<file path="config.mk">
export PLATFORM = sky130hd
export DESIGN_NAME = fp_normalize_round_flat
export DESIGN_NICKNAME = d
export VERILOG_FILES = /design/src/rtl/fp_pkg.sv /design/src/rtl/fp_normalize_round_if.sv /design/src/rtl/fp_round_rne.sv /design/src/rtl/fp_normalize_round.sv /design/src/flat_wrapper.sv
export SDC_FILE = /design/constraint.sdc
export NUM_CORES = 1
export LEC_CHECK = 0
export CORE_ASPECT_RATIO = 0.75
export CORE_UTILIZATION = 40
export CTS_CLUSTER_DIAMETER = 30
export DETAILED_ROUTE_END_ITERATION = 10
export PLACE_DENSITY = 0.68
export RECOVER_POWER = 50
export SLEW_MARGIN = 5
export SYNTH_ARGS = -nofsm -noshare
export SYNTH_HDL_FRONTEND = slang
export SYNTH_HIERARCHICAL = 1
export SYNTH_SLANG_ARGS = --single-unit
</file>
<file path="constraint.sdc">
create_clock -name clk -period 3.25 [get_ports clk]
set_clock_uncertainty 0.05 [all_clocks]
set_input_delay 0.65 -clock clk [delete_from_list [all_inputs] [get_ports clk]]
set_output_delay 0.65 -clock clk [all_outputs]
set_load 0.02 [all_outputs]
</file>
<file path="src/rtl/fp_pkg.sv">
// Shared floating-point constants and FSM state codes used by the divider,
// multiplier and the normalize/round stage.
package fp_pkg;
   localparam int EXP_WIDTH  = 8;
   localparam int MANT_WIDTH = 23;
   localparam int WIDTH      = 1 + EXP_WIDTH + MANT_WIDTH;
   localparam int BIAS       = (1 << (EXP_WIDTH - 1)) - 1;
   localparam int EXP_MAX    = (1 << EXP_WIDTH) - 1;

   localparam logic [WIDTH-1:0] CANON_NAN =
      {1'b0, {EXP_WIDTH{1'b1}}, 1'b1, {(MANT_WIDTH-1){1'b0}}};

   // State codes kept as plain 2-bit constants so older blocks can compare them directly.
   localparam logic [1:0] IDLE  = 2'd0;
   localparam logic [1:0] NORM  = 2'd1;
   localparam logic [1:0] ROUND = 2'd2;
   localparam logic [1:0] DONE  = 2'd3;
endpackage

</file>
<file path="src/rtl/fp_normalize_round_if.sv">
// Upstream/downstream handshake bundle for the normalize/round stage.
interface fp_normalize_round_if #(
   parameter int EXP_WIDTH  = 8,
   parameter int MANT_WIDTH = 23,
   parameter int WIDTH      = 32
);
   // A transfer occurs on a clock edge where valid and ready are both high;
   // valid, once raised, holds its payload stable until that edge, and
   // ready never depends combinationally on valid.
   logic                    in_valid;
   logic                    in_ready;
   logic                    in_sign;
   logic [EXP_WIDTH+1:0]    in_exp;
   logic [MANT_WIDTH+3:0]   in_mant;
   logic                    in_nan;
   logic                    in_inf;
   logic                    in_zero;
   logic                    out_valid;
   logic                    out_ready;
   logic [WIDTH-1:0]        result;
   logic                    out_overflow;
   logic                    out_underflow;
   logic                    out_inexact;

   modport master (
      output in_valid, in_sign, in_exp, in_mant, in_nan, in_inf, in_zero, out_ready,
      input  in_ready, out_valid, result, out_overflow, out_underflow, out_inexact
   );

   modport slave (
      input  in_valid, in_sign, in_exp, in_mant, in_nan, in_inf, in_zero, out_ready,
      output in_ready, out_valid, result, out_overflow, out_underflow, out_inexact
   );
endinterface

</file>
<file path="src/rtl/fp_round_rne.sv">
// Combinational round-to-nearest-even of a normalized (or subnormal) mantissa
// holding hidden, fraction, guard and sticky bits.
module fp_round_rne #(
   parameter int EXP_WIDTH  = 8,
   parameter int MANT_WIDTH = 23
) (
   input  logic [MANT_WIDTH+2:0]        mant,
   input  logic signed [EXP_WIDTH+1:0]  exp_in,
   output logic [MANT_WIDTH-1:0]        frac,
   output logic signed [EXP_WIDTH+1:0]  exp_out,
   output logic                         inexact,
   output logic                         carry
);
   logic lsb, g, s, up;

   always_comb begin
      lsb     = mant[2];
      g       = mant[1];
      s       = mant[0];
      up      = g & (s | lsb);
      inexact = g | s;
      // The fraction wraps to zero on an all-ones carry, which is exactly the
      // renormalized fraction; carry tells the caller the hidden bit was reached.
      frac    = mant[MANT_WIDTH+1:2] + {{(MANT_WIDTH-1){1'b0}}, up};
      carry   = up & (&mant[MANT_WIDTH+1:2]);
      exp_out = exp_in + {{(EXP_WIDTH+1){1'b0}}, carry & mant[MANT_WIDTH+2]};
   end
endmodule

</file>
<file path="src/rtl/fp_normalize_round.sv">
// Iterative normalize (one shift per cycle), RNE round and IEEE-754 pack stage
// downstream of the FP divider and multiplier.
module fp_normalize_round #(
   parameter int WIDTH      = 32,
   parameter int EXP_WIDTH  = 8,
   parameter int MANT_WIDTH = 23
) (
   input  logic                 clk,
   input  logic                 reset,
   fp_normalize_round_if.slave  bus,
   output logic [1:0]           state_dbg
);
   import fp_pkg::*;

   localparam int EW2 = EXP_WIDTH + 2;
   localparam int MW4 = MANT_WIDTH + 4;
   localparam logic signed [EW2-1:0] EXP_ONE      = EW2'(1);
   localparam logic signed [EW2-1:0] EXP_COLLAPSE = EW2'(-(MANT_WIDTH + 2));
   localparam logic signed [EW2-1:0] EXP_SAT      = EW2'((1 << EXP_WIDTH) - 1);
   localparam logic [WIDTH-1:0] NAN_WORD =
      {1'b0, {EXP_WIDTH{1'b1}}, 1'b1, {(MANT_WIDTH-1){1'b0}}};

   logic [1:0]              state;
   logic                    sign_r;
   logic signed [EW2-1:0]   exp_r;
   logic [MW4-1:0]          mant_r;
   logic [WIDTH-1:0]        result_r;
   logic                    ovf_r, unf_r, inex_r;

   logic [MANT_WIDTH-1:0]   r_frac;
   logic signed [EW2-1:0]   r_exp;
   logic                    r_inexact, r_carry;
   logic                    hidden_after, tiny, round_ovf;
   logic [MW4-1:0]          mant_shr;

   fp_round_rne #(.EXP_WIDTH(EXP_WIDTH), .MANT_WIDTH(MANT_WIDTH)) u_rne (
      .mant    (mant_r[MW4-2:0]),
      .exp_in  (exp_r),
      .frac    (r_frac),
      .exp_out (r_exp),
      .inexact (r_inexact),
      .carry   (r_carry)
   );

   assign mant_shr     = {1'b0, mant_r[MW4-1:2], mant_r[1] | mant_r[0]};
   assign hidden_after = mant_r[MW4-2] | r_carry;
   assign tiny         = ~mant_r[MW4-2] & (exp_r == EXP_ONE);
   assign round_ovf    = (r_exp >= EXP_SAT);

   always_ff @(posedge clk or posedge reset) begin
      if (reset) begin
         state    <= IDLE;
         sign_r   <= 1'b0;
         exp_r    <= '0;
         mant_r   <= '0;
         result_r <= '0;
         ovf_r    <= 1'b0;
         unf_r    <= 1'b0;
         inex_r   <= 1'b0;
      end else begin
         case (state)
            IDLE: if (bus.in_valid) begin
               sign_r <= bus.in_sign;
               exp_r  <= bus.in_exp;
               mant_r <= bus.in_mant;
               ovf_r  <= 1'b0;
               unf_r  <= 1'b0;
               inex_r <= 1'b0;
               if (bus.in_nan) begin
                  result_r <= NAN_WORD;
                  state    <= DONE;
               end else if (bus.in_inf) begin
                  result_r <= {bus.in_sign, {EXP_WIDTH{1'b1}}, {MANT_WIDTH{1'b0}}};
                  state    <= DONE;
               end else if (bus.in_zero || bus.in_mant == '0) begin
                  result_r <= {bus.in_sign, {(WIDTH-1){1'b0}}};
                  state    <= DONE;
               end else begin
                  state <= NORM;
               end
            end
            NORM: begin
               if (mant_r[MW4-1]) begin
                  mant_r <= mant_shr;
                  exp_r  <= exp_r + EXP_ONE;
               end else if (exp_r < EXP_COLLAPSE) begin
                  // Far below the subnormal range: only the sticky information survives.
                  mant_r <= {{(MW4-1){1'b0}}, |mant_r};
                  exp_r  <= EXP_ONE;
               end else if (exp_r < EXP_ONE) begin
                  mant_r <= mant_shr;
                  exp_r  <= exp_r + EXP_ONE;
               end else if (!mant_r[MW4-2] && exp_r > EXP_ONE) begin
                  mant_r <= {mant_r[MW4-2:0], 1'b0};
                  exp_r  <= exp_r - EXP_ONE;
               end else begin
                  state <= ROUND;
               end
            end
            ROUND: begin
               if (round_ovf) begin
                  result_r <= {sign_r, {EXP_WIDTH{1'b1}}, {MANT_WIDTH{1'b0}}};
                  ovf_r    <= 1'b1;
                  unf_r    <= 1'b0;
                  inex_r   <= 1'b1;
               end else begin
                  result_r <= {sign_r,
                               hidden_after ? r_exp[EXP_WIDTH-1:0] : {EXP_WIDTH{1'b0}},
                               r_frac};
                  ovf_r    <= 1'b0;
                  unf_r    <= r_inexact & tiny;
                  inex_r   <= r_inexact;
               end
               state <= DONE;
            end
            DONE: if (bus.out_ready) state <= IDLE;
            default: state <= IDLE;
         endcase
      end
   end

   assign bus.in_ready      = (state == IDLE);
   assign bus.out_valid     = (state == DONE);
   assign bus.result        = result_r;
   assign bus.out_overflow  = ovf_r;
   assign bus.out_underflow = unf_r;
   assign bus.out_inexact   = inex_r;
   assign state_dbg         = state;
endmodule

</file>
<file path="src/flat_wrapper.sv">
// flat-port wrapper written by rule: the top's interface ports become plain ports
module fp_normalize_round_flat import fp_pkg::*;
#(
   parameter int WIDTH      = 32,
   parameter int EXP_WIDTH  = 8,
   parameter int MANT_WIDTH = 23
)
  (clk, reset, state_dbg, bus_in_valid, bus_in_sign, bus_in_exp, bus_in_mant, bus_in_nan, bus_in_inf, bus_in_zero, bus_out_ready, bus_in_ready, bus_out_valid, bus_result, bus_out_overflow, bus_out_underflow, bus_out_inexact);
  fp_normalize_round_if #(.EXP_WIDTH(EXP_WIDTH), .MANT_WIDTH(MANT_WIDTH), .WIDTH(WIDTH)) bus_i ();
  input  logic clk;
  input  logic reset;
  output logic [1:0] state_dbg;
  input wire logic [$bits(bus_i.in_valid)-1:0] bus_in_valid;
  input wire logic [$bits(bus_i.in_sign)-1:0] bus_in_sign;
  input wire logic [$bits(bus_i.in_exp)-1:0] bus_in_exp;
  input wire logic [$bits(bus_i.in_mant)-1:0] bus_in_mant;
  input wire logic [$bits(bus_i.in_nan)-1:0] bus_in_nan;
  input wire logic [$bits(bus_i.in_inf)-1:0] bus_in_inf;
  input wire logic [$bits(bus_i.in_zero)-1:0] bus_in_zero;
  input wire logic [$bits(bus_i.out_ready)-1:0] bus_out_ready;
  output wire logic [$bits(bus_i.in_ready)-1:0] bus_in_ready;
  output wire logic [$bits(bus_i.out_valid)-1:0] bus_out_valid;
  output wire logic [$bits(bus_i.result)-1:0] bus_result;
  output wire logic [$bits(bus_i.out_overflow)-1:0] bus_out_overflow;
  output wire logic [$bits(bus_i.out_underflow)-1:0] bus_out_underflow;
  output wire logic [$bits(bus_i.out_inexact)-1:0] bus_out_inexact;
  assign bus_i.in_valid = bus_in_valid;
  assign bus_i.in_sign = bus_in_sign;
  assign bus_i.in_exp = bus_in_exp;
  assign bus_i.in_mant = bus_in_mant;
  assign bus_i.in_nan = bus_in_nan;
  assign bus_i.in_inf = bus_in_inf;
  assign bus_i.in_zero = bus_in_zero;
  assign bus_i.out_ready = bus_out_ready;
  assign bus_in_ready = bus_i.in_ready;
  assign bus_out_valid = bus_i.out_valid;
  assign bus_result = bus_i.result;
  assign bus_out_overflow = bus_i.out_overflow;
  assign bus_out_underflow = bus_i.out_underflow;
  assign bus_out_inexact = bus_i.out_inexact;
  fp_normalize_round #(.WIDTH(WIDTH), .EXP_WIDTH(EXP_WIDTH), .MANT_WIDTH(MANT_WIDTH)) u_core (.clk(clk), .reset(reset), .bus(bus_i), .state_dbg(state_dbg));
endmodule
</file>
### Word-level counts from Yosys, hierarchy flattened

Cells that the tools add are included.

| word-level totals | value |
|---|---|
| bits of input ports | 45 |
| bits in registers | 75 |
| word-level logic and storage cells | 89 |
| output and inout bits | 39 |

| cells by class | value |
|---|---|
| $add $sub $neg | 4 |
| bitwise gates (word level) | 9 |
| magnitude comparators | 4 |
| equal/unequal tests | 12 |
| mux-type cells | 36 |
| reduce and logical (&&, ||, !) cells | 15 |

Operator list:

| kind | count |
|---|---|
| 27-bit two-way mux | 5 |
| 32-bit two-way mux | 4 |
| 32-bit one-hot mux with 2 select lines | 1 |
| 27-bit one-hot mux with 2 select lines | 1 |
| 10-bit two-way mux | 5 |
| 31-bit two-way mux | 1 |
| 27-bit logical NOT | 1 |
| 27-bit OR reduction | 1 |
| 23-bit by 1-bit adder with 23-bit output | 1 |
| 23-bit AND reduction | 1 |
| 10-bit one-hot mux with 2 select lines | 1 |
| 2-bit two-way mux | 9 |
| 2-bit inequality test, second input constant | 6 |
| 10-bit by 1-bit adder with 10-bit output | 1 |
| 10-bit by 2-bit adder with 10-bit output, second input constant | 1 |
| 10-bit by 2-bit == test with 1-bit output, second input constant | 1 |
| 10-bit by 9-bit greater-or-equal comparator with 1-bit output, second input constant | 1 |
| 10-bit by 2-bit > comparator with 1-bit output, second input constant | 1 |
| 10-bit by 2-bit less-than comparator with 1-bit output, second input constant | 1 |
| 10-bit by 6-bit less-than comparator with 1-bit output, second input constant | 1 |
| 10-bit by 2-bit subtractor with 10-bit output, second input constant | 1 |
| 8-bit two-way mux | 1 |
| 2-bit one-hot mux with 4 select lines | 1 |
| 1-bit one-hot mux with 2 select lines | 3 |
| other kinds (16) | 30 |

### Depth between registers and ports, before layout

| logic depth | value |
|---|---|
| depth after elaboration | 8 |
| mapped depth | 14 |
| depth with buffers taken out | 13 |

### Modules after synthesis

The synthesis kept the hierarchy.

By module, submodules not included:

| module | area each (um^2) | times used | cells an instance | sequential area each (um^2) |
|---|---|---|---|---|
| fp_normalize_round | 4,615.7 | 1 | 503 | 1,876.8 |
| fp_round_rne | 623.1 | 1 | 84 | 0.0 |

### Worst setup path after synthesis

No wires, ideal clock.

| timing | value |
|---|---|
| path type | register -> register |
| start | reg u_core.mant_r[19] |
| end | reg u_core.result_r[29], in the netlist u_core/bus.result[29] |
| period minus slack after synthesis | 3,076 ps |
| setup time | 125 ps |
| path buffers | 1 |
| stages on the path, launching flop included | 15 |
| setup slack | 174 ps |
| arrival | 2,901 ps |
| data required time | 3,075 ps |
| cells stage by stage | dfrtp_1 -> and4_1 -> nand2_1 -> nor4_1 -> and3_2 -> ha_1 -> ha_1 -> nand3_1 -> xnor2_1 -> and4_1 -> a21oi_1 -> o21a_1 -> clkbuf_1 -> a21oi_1 -> mux2_2 |

| on the way | value |
|---|---|
| word-level cells in the longest chain between the ends | 7 |
| elaborated cells between the ends (all ways) | 9 |
| classes of those cells | add/sub (1); order compare (1); mux (3); bitwise (3); reduce/logical (1) |

Ends and longest elaborated chain:

| item | line | RTL |
|---|---|---|
| from (decl) | fp_normalize_round.sv:26 | `logic [MW4-1:0] mant_r;` |
| from (signal assigned) | fp_normalize_round.sv:65 | `mant_r <= bus.in_mant;` |
| from (signal assigned) | fp_normalize_round.sv:84 | `mant_r <= mant_shr;` |
| from (signal assigned) | fp_normalize_round.sv:88 | `mant_r <= {{(MW4-1){1'b0}}, \|mant_r};` |
| 23-bit AND reduction | fp_round_rne.sv:25 | `carry = up & (&mant[MANT_WIDTH+1:2]);` |
| 1-bit AND | fp_round_rne.sv:25 |  |
| 1-bit AND | fp_round_rne.sv:26 | `exp_out = exp_in + {{(EXP_WIDTH+1){1'b0}}, carry & mant[MANT_WIDTH+2]};` |
| 10-bit by 1-bit adder with 10-bit output | fp_round_rne.sv:26 |  |
| net u_core.r_exp[4] | fp_normalize_round.sv:31 | `logic signed [EW2-1:0] r_exp;` |
| 10-bit by 9-bit greater-or-equal comparator with 1-bit output | fp_normalize_round.sv:48 | `assign round_ovf = (r_exp >= EXP_SAT);` |
| 31-bit two-way mux | fp_normalize_round.sv:101 | `if (round_ovf) begin` |
| 32-bit one-hot mux with 2 select lines | fp_normalize_round.sv:61 | `case (state)` |
| to (signal assigned) | fp_normalize_round.sv:73 | `result_r <= {bus.in_sign, {EXP_WIDTH{1'b1}}, {MANT_WIDTH{1'b0}}};` |
| to (signal assigned) | fp_normalize_round.sv:102 | `result_r <= {sign_r, {EXP_WIDTH{1'b1}}, {MANT_WIDTH{1'b0}}};` |
| to (signal assigned) | fp_normalize_round.sv:107 | `result_r <= {sign_r,` |
| to (decl) | fp_normalize_round.sv:27 | `logic [WIDTH-1:0] result_r;` |

The timed path passes the listed nets, and every way through them passes these cells.
A chain may end at the register's enable or synchronous reset.

### Worst setup path in the final report

| timing | value |
|---|---|
| start | reg u_core.mant_r[18] |
| end | reg u_core.result_r[0], in the netlist u_core/bus.result[0] |

The elaborated chain is that of the path after synthesis.

==> flow_metrics.tcl <==
set metrics [dict create \
    outcome "complete, no violations" \
    cts.reportedPaths.clkPinSlew_ns 0.06 \
    h-tree-depth 3 \
    insertedDiodeCount 0 \
    critical_path_class "flip-flop to flip-flop" \
    routed_via_density 6.05 \
    hold_viol 0 \
    regToRegStartpoint "u_core/mant_r[18]" \
    hold_buffers 0 \
    hold_path.class "flip-flop to flip-flop" \
    synth.yosys.seq_area_share 0.358 \
    setup.worst_path.end "u_core/bus.result[0]" \
    detail_route.first_pass.iterations 5 \
    grt_pass1_vias 4971 \
    hold_depth 2 \
    ys_ff_latch 75 \
    drc 0 \
    crit_start "u_core/mant_r[18]" \
    insertion_delay_ns 0.35 \
    max_freq_mhz 334 \
    drtIter0Drc 512 \
    cts_root_buffer "clkbuf_16" \
    synth_cells 587 \
    cts_buffer_depth 2 \
    nNetsFinal 749 \
    postSynthAreaPerCell_um2 8.92 \
    layout_min_cycle_time_ns 3.00 \
    gp_congestion 0.908 \
    synthToLayoutAreaGrowth_pct 31.3 \
    vdd_drop_max_mv 0.472 \
    start_util 0.418 \
    p_per_area_mw_per_mm2 1130 \
    row_count 35 \
    antenna_left 0 \
    drive_gt1_frac 0.153 \
    rsz0062_at_grt "false" \
    grt_pass1_wl_um 26300 \
    start_kind "flip-flop" \
    rrSetupSlack_ns 0.25 \
    wirelength_um 16500 \
    antenna_found_initial 0 \
    ys_types 63 \
    vias 5228 \
    numCtsBuffers 9 \
    setup_tns_ns 0 \
    fillers 1164 \
    synth-edff-count 0 \
    drv_cap 0 \
    reg2reg_depth 13 \
    worst_slew_pin_slew_ns 1.22 \
    coreArea_mm2 0.0125 \
    r2r-end "u_core/bus.result[0]" \
    required_ns 3.46 \
    tritoncts "built" \
    pin_count 84 \
    die_area_mm2 0.0136 \
    setup_violations 0 \
    synth_nets 643 \
    holdWs_ns 0.440 \
    layoutNonFillerInstCount 864 \
    synth_ff_type "dfrtp_1" \
    crit_fanout 22 \
    p_leak_nw 2.81 \
    synth-warning-count 6 \
    cp.arrival_ns 3.20 \
    post_drt_wl_per_cell_um 19.0 \
    async_flop_share 1.00 \
    placed_cells 847 \
    dieHeight_um 101 \
    overflow 0 \
    clock_sink_count 75 \
    final.period_utilization 0.922 \
    io_buffers 83 \
    die_x_um 134 \
    detailed_place_hpwl_um 12000 \
    synth_area_mm2 0.00524 \
    grt_use_total 0.249 \
    endpoint_kind "flip-flop" \
    grt_start_max_net_pins 52 \
    slew_headroom 0.188 \
    drv_slew 0 \
]
Yosys cell counts, types with 15 or more instances:
cell type	count	area [µm²]
a21oi_1	26	130
a22oi_1	24	180
clkbuf_1	25	93.8
dfrtp_1	75	1880
inv_1	32	120
mux2i_1	26	260
nand2_1	55	206
nand3_1	26	130
nor2_1	31	116
nor4_1	15	93.8
o211ai_1	15	113
o21a_1	16	120
o21ai_0	25	125
xnor2_1	24	210
cell families (layout without fill, tap and decap cells):
| logic type | after synthesis | in the layout | share of synthesized area |
|---|---|---|---|
| simple gates | 190 | 190 | 0.189 |
| compound gates | 166 | 167 | 0.230 |
| flops | 75 | 75 | 0.358 |
| buf+inv | 73 | 183 | 0.0635 |
| mux | 39 | 39 | 0.0776 |
| xor+xnor | 33 | 33 | 0.0552 |
| fa+ha+maj | 11 | 11 | 0.0263 |
area by class of cell:
cell class	count	area (µm²)	area share
timing repair buffer	134	1250	0.182
inverter	33	124	0.0180
tap	166	208	0.0302
clock inverter	5	85.1	0.0124
clock buffer	11	243	0.0353
sequential	75	1880	0.273
multi-input combinational	440	3090	0.450
where the power goes:
part | internal (mW) | switching (mW)
combinational | 2.09 | 2.85
clock | 0.698 | 0.425
sequential | 1.37 | 0.340
total | 4.16 | 3.62
sequential cells by signal, indices dropped and copies added, names as in the netlist:
signal / count
u_core/bus.out_overflow: 1
u_core/bus.out_inexact: 1
u_core/exp_r: 10
u_core/mant_r: 27
u_core/sign_r: 1
u_core/bus.out_underflow: 1
u_core/state_dbg: 2
u_core/bus.result: 32
worst min-delay path by stage:
stage | start | endpoint | slack, ns
2_1_floorplan | u_core/sign_r | u_core/sign_r | 0.43
4_1_cts | u_core/bus.out_inexact | u_core/bus.out_inexact | 0.45
6_report | u_core/bus.out_inexact | u_core/bus.out_inexact | 0.44
3_3_place_gp | u_core/bus.out_inexact | u_core/bus.out_inexact | 0.44
3_5_place_dp | u_core/bus.out_inexact | u_core/bus.out_inexact | 0.43
5_1_grt | u_core/bus.out_inexact | u_core/bus.out_inexact | 0.46
stage by stage:
step	power, mW	area, µm²	util	setup slack, ns
floorplan	4.87	5240	-	0.174
global placement	6.41	6520	0.521	0.236
detailed placement	6.54	6520	0.521	-0.0493
CTS	7.70	6850	0.547	0.0494
global route	8.24	6880	0.549	0.0261
finish	7.78	6880	0.549	0.254
per-layer routing:
metal / global-route usage / vias to the layer above / wire length (µm)
li1: - / 2384 / -
met1: 0.373 / 2546 / 7720
met2: 0.359 / 276 / 6890
met3: 0.0533 / 22 / 1680
met4: 0.0666 / 0 / 167
met5: 0 / - / 0
repair_timing:
action                                  in CTS  in global routing
endpoints found under the setup margin      23                 31
gates cloned                                 0                  1
resized for setup                            1                  7
setup buffers                                0                  0
worst max-delay path, cell delays in order (launching register included):
cell and delay, ns:
dfrtp_1 0.43, and4_1 0.27, and4_1 0.26, and3_2 0.19
ha_2 0.21, ha_4 0.16, nand3_1 0.09, xnor2_1 0.18
and4_1 0.24, a21oi_2 0.21, o21a_2 0.22, buf_12 0.17
nand2_1 0.07, mux2i_1 0.16
layout by cell type (no fill, tap or decap), types with 3 or more instances in the layout:
cell type,n
dfrtp_1,75
clkdlybuf4s50_1,64
nand2_1,55
buf_4,47
inv_1,32
nor2_1,30
nand3_1,26
mux2i_1,26
o21ai_0,25
a21oi_1,25
xnor2_1,24
a22oi_1,24
dlygate4sd3_1,19
o21a_1,16
o211ai_1,15
nor4_1,14
mux2_2,13
a221oi_1,11
and3_1,11
nor3_1,10
clkbuf_16,9
nand4_1,9
xor2_1,9
ha_1,9
o31ai_1,8
and4_1,7
o31ai_2,6
or2_2,4
a211oi_1,4
a31oi_1,4
and2_1,4
a21o_1,4
o221ai_1,3
or3_1,3
buf_12,3
No activity file was read; power rests on OpenSTA's default activity.
